===== src/rtl/pulse_seq_pkg.sv =====
// Shared types and default sizing for the pulse burst sequencer.
package pulse_seq_pkg;

  localparam int TW_DEF   = 26;
  localparam int CNTW_DEF = 16;

  typedef enum logic [2:0] {
    IDLE   = 3'd0,
    DELAY  = 3'd1,
    HIGH   = 3'd2,
    GAP    = 3'd3,
    FINISH = 3'd4
  } pulse_seq_state_e;

endpackage


===== src/rtl/seq_timer.sv =====
// Loadable down-counter; zero flag marks the last cycle of the current phase.
module seq_timer #(
  parameter int TW = 26
) (
  input  logic          clk,
  input  logic          reset,
  input  logic          i_load,
  input  logic          i_en,
  input  logic [TW-1:0] i_load_val,
  output logic          o_zero
);

  localparam logic [TW-1:0] TW_ONE = {{(TW-1){1'b0}}, 1'b1};

  logic [TW-1:0] r_cnt;

  always_ff @(posedge clk) begin
    if (reset) begin
      r_cnt <= '0;
    end else if (i_load) begin
      r_cnt <= i_load_val;
    end else if (i_en && (r_cnt != '0)) begin
      r_cnt <= r_cnt - TW_ONE;
    end
  end

  assign o_zero = (r_cnt == '0);

endmodule


===== src/rtl/pulse_sequencer.sv =====
// Programmable burst controller: delay, then COUNT pulses of WIDTH high cycles
// separated by GAP low cycles. All outputs are registered.
module pulse_sequencer
  import pulse_seq_pkg::*;
#(
  parameter int TW   = TW_DEF,
  parameter int CNTW = CNTW_DEF
) (
  input  logic            clk,
  input  logic            reset,
  input  logic            start,
  input  logic            abort,
  input  logic [TW-1:0]   delay_cfg,
  input  logic [TW-1:0]   width_cfg,
  input  logic [TW-1:0]   gap_cfg,
  input  logic [CNTW-1:0] count_cfg,
  output logic            pulse_out,
  output logic            busy,
  output logic            done,
  output logic [CNTW-1:0] pulses_done,
  output logic [2:0]      o_state_dbg
);

  localparam logic [TW-1:0]   TW_ONE  = {{(TW-1){1'b0}}, 1'b1};
  localparam logic [CNTW-1:0] CNT_ONE = {{(CNTW-1){1'b0}}, 1'b1};

  // Timer reload value for a phase of v cycles; zero-length phases last one cycle.
  function automatic logic [TW-1:0] phase_m1(input logic [TW-1:0] v);
    return (v == '0) ? '0 : v - TW_ONE;
  endfunction

  pulse_seq_state_e r_state;
  logic [TW-1:0]    r_width_m1;
  logic [TW-1:0]    r_gap_m1;
  logic [CNTW-1:0]  r_count;
  logic             r_pulse;
  logic             r_busy;
  logic             r_done;
  logic [CNTW-1:0]  r_pulses_done;

  logic             w_accept;
  logic             w_last;
  logic             w_tmr_load;
  logic             w_tmr_en;
  logic [TW-1:0]    w_tmr_val;
  logic             w_tmr_zero;

  assign w_accept = start && !abort;
  assign w_last   = (r_pulses_done == (r_count - CNT_ONE));

  // The single timer is reloaded on every phase entry and counts down within it.
  always_comb begin
    w_tmr_load = 1'b0;
    w_tmr_en   = 1'b0;
    w_tmr_val  = '0;
    case (r_state)
      IDLE: begin
        if (w_accept) begin
          w_tmr_load = 1'b1;
          w_tmr_val  = (delay_cfg != '0) ? (delay_cfg - TW_ONE) : phase_m1(width_cfg);
        end
      end
      DELAY, GAP: begin
        if (w_tmr_zero) begin
          w_tmr_load = 1'b1;
          w_tmr_val  = r_width_m1;
        end else begin
          w_tmr_en = 1'b1;
        end
      end
      HIGH: begin
        if (w_tmr_zero) begin
          w_tmr_load = 1'b1;
          w_tmr_val  = r_gap_m1;
        end else begin
          w_tmr_en = 1'b1;
        end
      end
      default: begin
        w_tmr_load = 1'b0;
      end
    endcase
  end

  seq_timer #(
    .TW(TW)
  ) u_timer (
    .clk        (clk),
    .reset      (reset),
    .i_load     (w_tmr_load),
    .i_en       (w_tmr_en),
    .i_load_val (w_tmr_val),
    .o_zero     (w_tmr_zero)
  );

  always_ff @(posedge clk) begin
    if (reset) begin
      r_state       <= IDLE;
      r_width_m1    <= '0;
      r_gap_m1      <= '0;
      r_count       <= '0;
      r_pulse       <= 1'b0;
      r_busy        <= 1'b0;
      r_done        <= 1'b0;
      r_pulses_done <= '0;
    end else begin
      r_done <= 1'b0;
      if (abort && (r_state != IDLE)) begin
        // Abort drops the burst without a done strobe; the pulse count is kept.
        r_state <= IDLE;
        r_pulse <= 1'b0;
        r_busy  <= 1'b0;
      end else begin
        case (r_state)
          IDLE: begin
            if (w_accept) begin
              r_width_m1    <= phase_m1(width_cfg);
              r_gap_m1      <= phase_m1(gap_cfg);
              r_count       <= count_cfg;
              r_pulses_done <= '0;
              if (count_cfg == '0) begin
                r_state <= FINISH;
                r_done  <= 1'b1;
              end else if (delay_cfg == '0) begin
                r_state <= HIGH;
                r_pulse <= 1'b1;
                r_busy  <= 1'b1;
              end else begin
                r_state <= DELAY;
                r_busy  <= 1'b1;
              end
            end
          end
          DELAY: begin
            if (w_tmr_zero) begin
              r_state <= HIGH;
              r_pulse <= 1'b1;
            end
          end
          HIGH: begin
            if (w_tmr_zero) begin
              r_pulse <= 1'b0;
              if (r_pulses_done != r_count) begin
                r_pulses_done <= r_pulses_done + CNT_ONE;
              end
              if (w_last) begin
                r_state <= FINISH;
                r_busy  <= 1'b0;
                r_done  <= 1'b1;
              end else begin
                r_state <= GAP;
              end
            end
          end
          GAP: begin
            if (w_tmr_zero) begin
              r_state <= HIGH;
              r_pulse <= 1'b1;
            end
          end
          FINISH: begin
            r_state <= IDLE;
          end
          default: begin
            r_state <= IDLE;
            r_pulse <= 1'b0;
            r_busy  <= 1'b0;
          end
        endcase
      end
    end
  end

  assign pulse_out   = r_pulse;
  assign busy        = r_busy;
  assign done        = r_done;
  assign pulses_done = r_pulses_done;
  assign o_state_dbg = r_state;

endmodule


===== config.mk =====
export PLATFORM = sky130hd
export DESIGN_NAME = pulse_sequencer
export DESIGN_NICKNAME = d
export VERILOG_FILES = /design/src/rtl/pulse_seq_pkg.sv /design/src/rtl/seq_timer.sv /design/src/rtl/pulse_sequencer.sv
export SDC_FILE = /design/constraint.sdc
export NUM_CORES = 1
export LEC_CHECK = 0
export CORE_MARGIN = 3
export CORE_UTILIZATION = 45
export DETAILED_ROUTE_END_ITERATION = 10
export GPL_TIMING_DRIVEN = 0
export PLACE_DENSITY = 0.74
export SYNTH_ARGS = -nofsm -noshare
export SYNTH_HDL_FRONTEND = slang
export SYNTH_SLANG_ARGS = --single-unit

===== constraint.sdc =====
create_clock -name clk -period 6.5 [get_ports clk]
set_input_delay 0.975 -clock clk [delete_from_list [all_inputs] [get_ports clk]]
set_output_delay 0.975 -clock clk [all_outputs]
set_load 0.005 [all_outputs]

==> run summary, run 1 <==
Critical Path RT = 6.84 ns
Area of all sequential standard cells = 2320 um2
Yosys Warn Count = 0
Initial antenna violation count = 0
Drt drc = 0
Hold Path Class = flop to flop
Fin nets = 1287
Final wirelength = 27.7 mm
Total track usage = 27.9%
Clock skew = 0.00650 ns
Commonest non-fill, non-tap cell in the layout = nor2_1
Die H = 139 um
Crit path capture type = flop
Largest net degree at the start of global routing = 17
DIE AREA = 19200 um2
Core Rows = 47
Clk slew on worst S/H paths = 0.05 ns
Slew HR = 9.81%
Startpoint Class = primary input
Achievable clock frequency = 252 MHz
Post-cts sizing count = 0
Yosys top cell by area = dfxtp_1
Max FO, Critical Path = 10
Synth Net Count = 1150
#FFs+latches synth = 116
Period utilization = 61.1%
CP Data Arrival Time = 4.31 ns
IO Port Bufs = 118
Post-synth EDFFs = 0
Critical path type = primary input to flop
TritonCTS clock tree = built
Maximum buffer depth of the clock tree = 2
Final Slew Violations = 0
Gpl congestion = 0.936
Status = finished clean
Most frequent cells in the layout = nor2_1 (135), clkdlybuf4s50_1 (118), dfxtp_1 (116)
Crit path largest cell delay = 0.64 ns
Grt ovf = 0
Hold_buf cts = 0
Post-DR wirelength/cell = 19.6 um
Initial DRT Pass Iterations = 9
Starting DRT DRC Count = 1060
Post-synth top area share = 29.4%
TNS Setup = 0 ns
Routed Antenna Nets = 0
Unrepaired setup endpoints after global routing = no
Top cells by area, synth = dfxtp_1 (29%), nor2_1 (6.4%), xor2_1 (5.9%)
Setup bufs post-CTS = 0
Post-synthesis cell area = 7900 um2
I/O Pins = 120
Worst-Margin Slew = 1.35 ns
Syn Inst Count = 1046
Final Hold Fails = 0
CTS Root Cell = clkbuf_16
Via density = 6.24
Maxcap violations = 0
Fillers = 1527
Ant. Diodes = 0
Sequential fraction of the synthesis area = 29.4%
Maximum VDD drop = 203 uV
Slowest CP cell = or4_1
Ys flop type = dfxtp_1
H-Tree Depth = 4
CP cell instances = clkdlybuf4s50_1, or4_1, nor4_4, nand4_1, clkbuf_1, clkbuf_1, nand3_1, o211ai_1, a311oi_1
Starting Density = 46.8%
Layout cell share with drive strength beyond 1 = 5.27%
CTS Buf Count = 17
Unique masters post-synth = 64
First-pass GRT wire length = 43.5 mm
Area Growth Syn to Fin = 27.1%
Async set-reset flop share out of synthesis = 0%
Die X = 139 um
Most frequent CP cell = clkbuf_1
Area of the multi-input gates = 5250 um2
Skew-Pair Late Insertion Delay = 0.43 ns
Leakage Power = 3.45 nW
Pwr Density = 257 nW/um2
Final min period = 3.97 ns
Setup-failing EPs final = 0
Hpwl dp = 21.0 mm
Vias in the first global route = 8075
Overall power = 2.58 mW
Clock sinks = 116
DR vias = 8830
Core area = 16900 um2
Syn Area/Cell = 7.56 um2
## worst paths after layout
path                       endpoint  depth (start not counted)              from  slack, ns
hold / removal        r_width_m1[9]                          2     r_width_m1[9]       0.46
hold reg to reg       r_width_m1[9]                          2     r_width_m1[9]       0.46
setup / recovery   u_timer.r_cnt[9]                          9      delay_cfg[8]       2.53
setup reg to reg  u_timer.r_cnt[10]                         11  u_timer.r_cnt[0]       2.75
## registers in the layout, summed over array words and instances (netlist names)
signal         count
busy               1
done               1
o_state_dbg        3
pulse_out          1
pulses_done       16
r_count           16
r_gap_m1          26
r_width_m1        26
u_timer.r_cnt     26
## synthesized netlist by cell type (17+ instances only)
master,number
a211oi_1,23
a21oi_1,77
a22oi_1,48
clkbuf_1,59
dfxtp_1,116
nand2_1,100
nand3_1,23
nand4_1,17
nor2_1,135
nor3_1,38
nor4_1,36
o21ai_0,31
or3_1,22
or4_1,21
xnor2_1,41
xor2_1,53
## cell families (layout without fill, tap and decap cells)
family,count (synthesis),after routing,synth area share (%)
AOI/OAI and AO/OA,267,267,23.0
and+or+nand+nor,472,472,31.1
xor gates and xnor gates,94,94,10.4
adders and majority gates,6,6,0.950
buffers and inverters,83,233,4.15
DFF,116,116,29.4
muxes,8,8,1.01
## critical path: cells and delay by family
family / cells / cell delay (ns)
and+or+nand+nor: 4 / 1.58
buffers and inverters: 3 / 1.28
AOI/OAI and AO/OA: 2 / 0.44
## routing by layer
metal | vias up | global-route usage, % | routed length (um) | part of all wire [%]
met5 | - | 0 | 0 | 0
met4 | 0 | 10.5 | 959 | 3.5
met3 | 89 | 7.01 | 2960 | 11
met2 | 530 | 43.6 | 12300 | 44
met1 | 4046 | 37.2 | 11500 | 42
li1 | 4165 | - | - | -
## power by group
| part | internal [mW] | switching (mW) | total (mW) |
|---|---|---|---|
| clock network | 0.757 | 0.357 | 1.11 |
| logic | 0.253 | 0.394 | 0.647 |
| registers | 0.767 | 0.0550 | 0.822 |
## stage by stage
step / worst slack [ns] / utilization [%] / area [um2] / hold WS [ns] / cells
after floorplan: 3.38 / - / 7900 / 0.436 / 1046
after global placement: 2.21 / 55.5 / 9360 / 0.444 / 1384
after detailed placement: 2.17 / 55.5 / 9360 / 0.449 / 1384
after CTS: 2.59 / 59.5 / 10000 / 0.456 / 1416
after global routing: 2.37 / 59.5 / 10000 / 0.475 / 1416
final: 2.53 / 59.5 / 10000 / 0.456 / 1416
## layout make-up
class | count | share of cell area, %
plain buffers | 68 | 2.70
clock buffers | 19 | 4.31
clock inverters | 13 | 2.54
inverters | 15 | 0.560
multi-input cells | 847 | 52.3
flip-flops and latches | 116 | 23.1
well taps | 220 | 2.74
repair buffers | 118 | 11.8
Note: power is estimated with default switching activity, not from simulation.
==> inputs of run 2 (changes only) <==
Clock period 6.5 ns to 4.2 ns, I/O delays scaled along.
==> results of run 2 <==
The final DEF is identical to that of run 1. Status: finished clean.
Among the figures that moved: setup slack after placement 2.17 ns -> 0.213 ns; clock-pin slew on the worst setup and hold paths 0.05 ns -> 0.06 ns; setup slack after layout 2.53 ns -> 0.452 ns; start point of the critical path delay_cfg[8] -> u_timer.r_cnt[0]; end point of the critical path u_timer.r_cnt[9] -> u_timer.r_cnt[10]; register-to-register setup slack 2.75 ns -> 0.45 ns; total power 2.58 mW -> 4.00 mW; worst IR drop on VDD 203 uV -> 315 uV
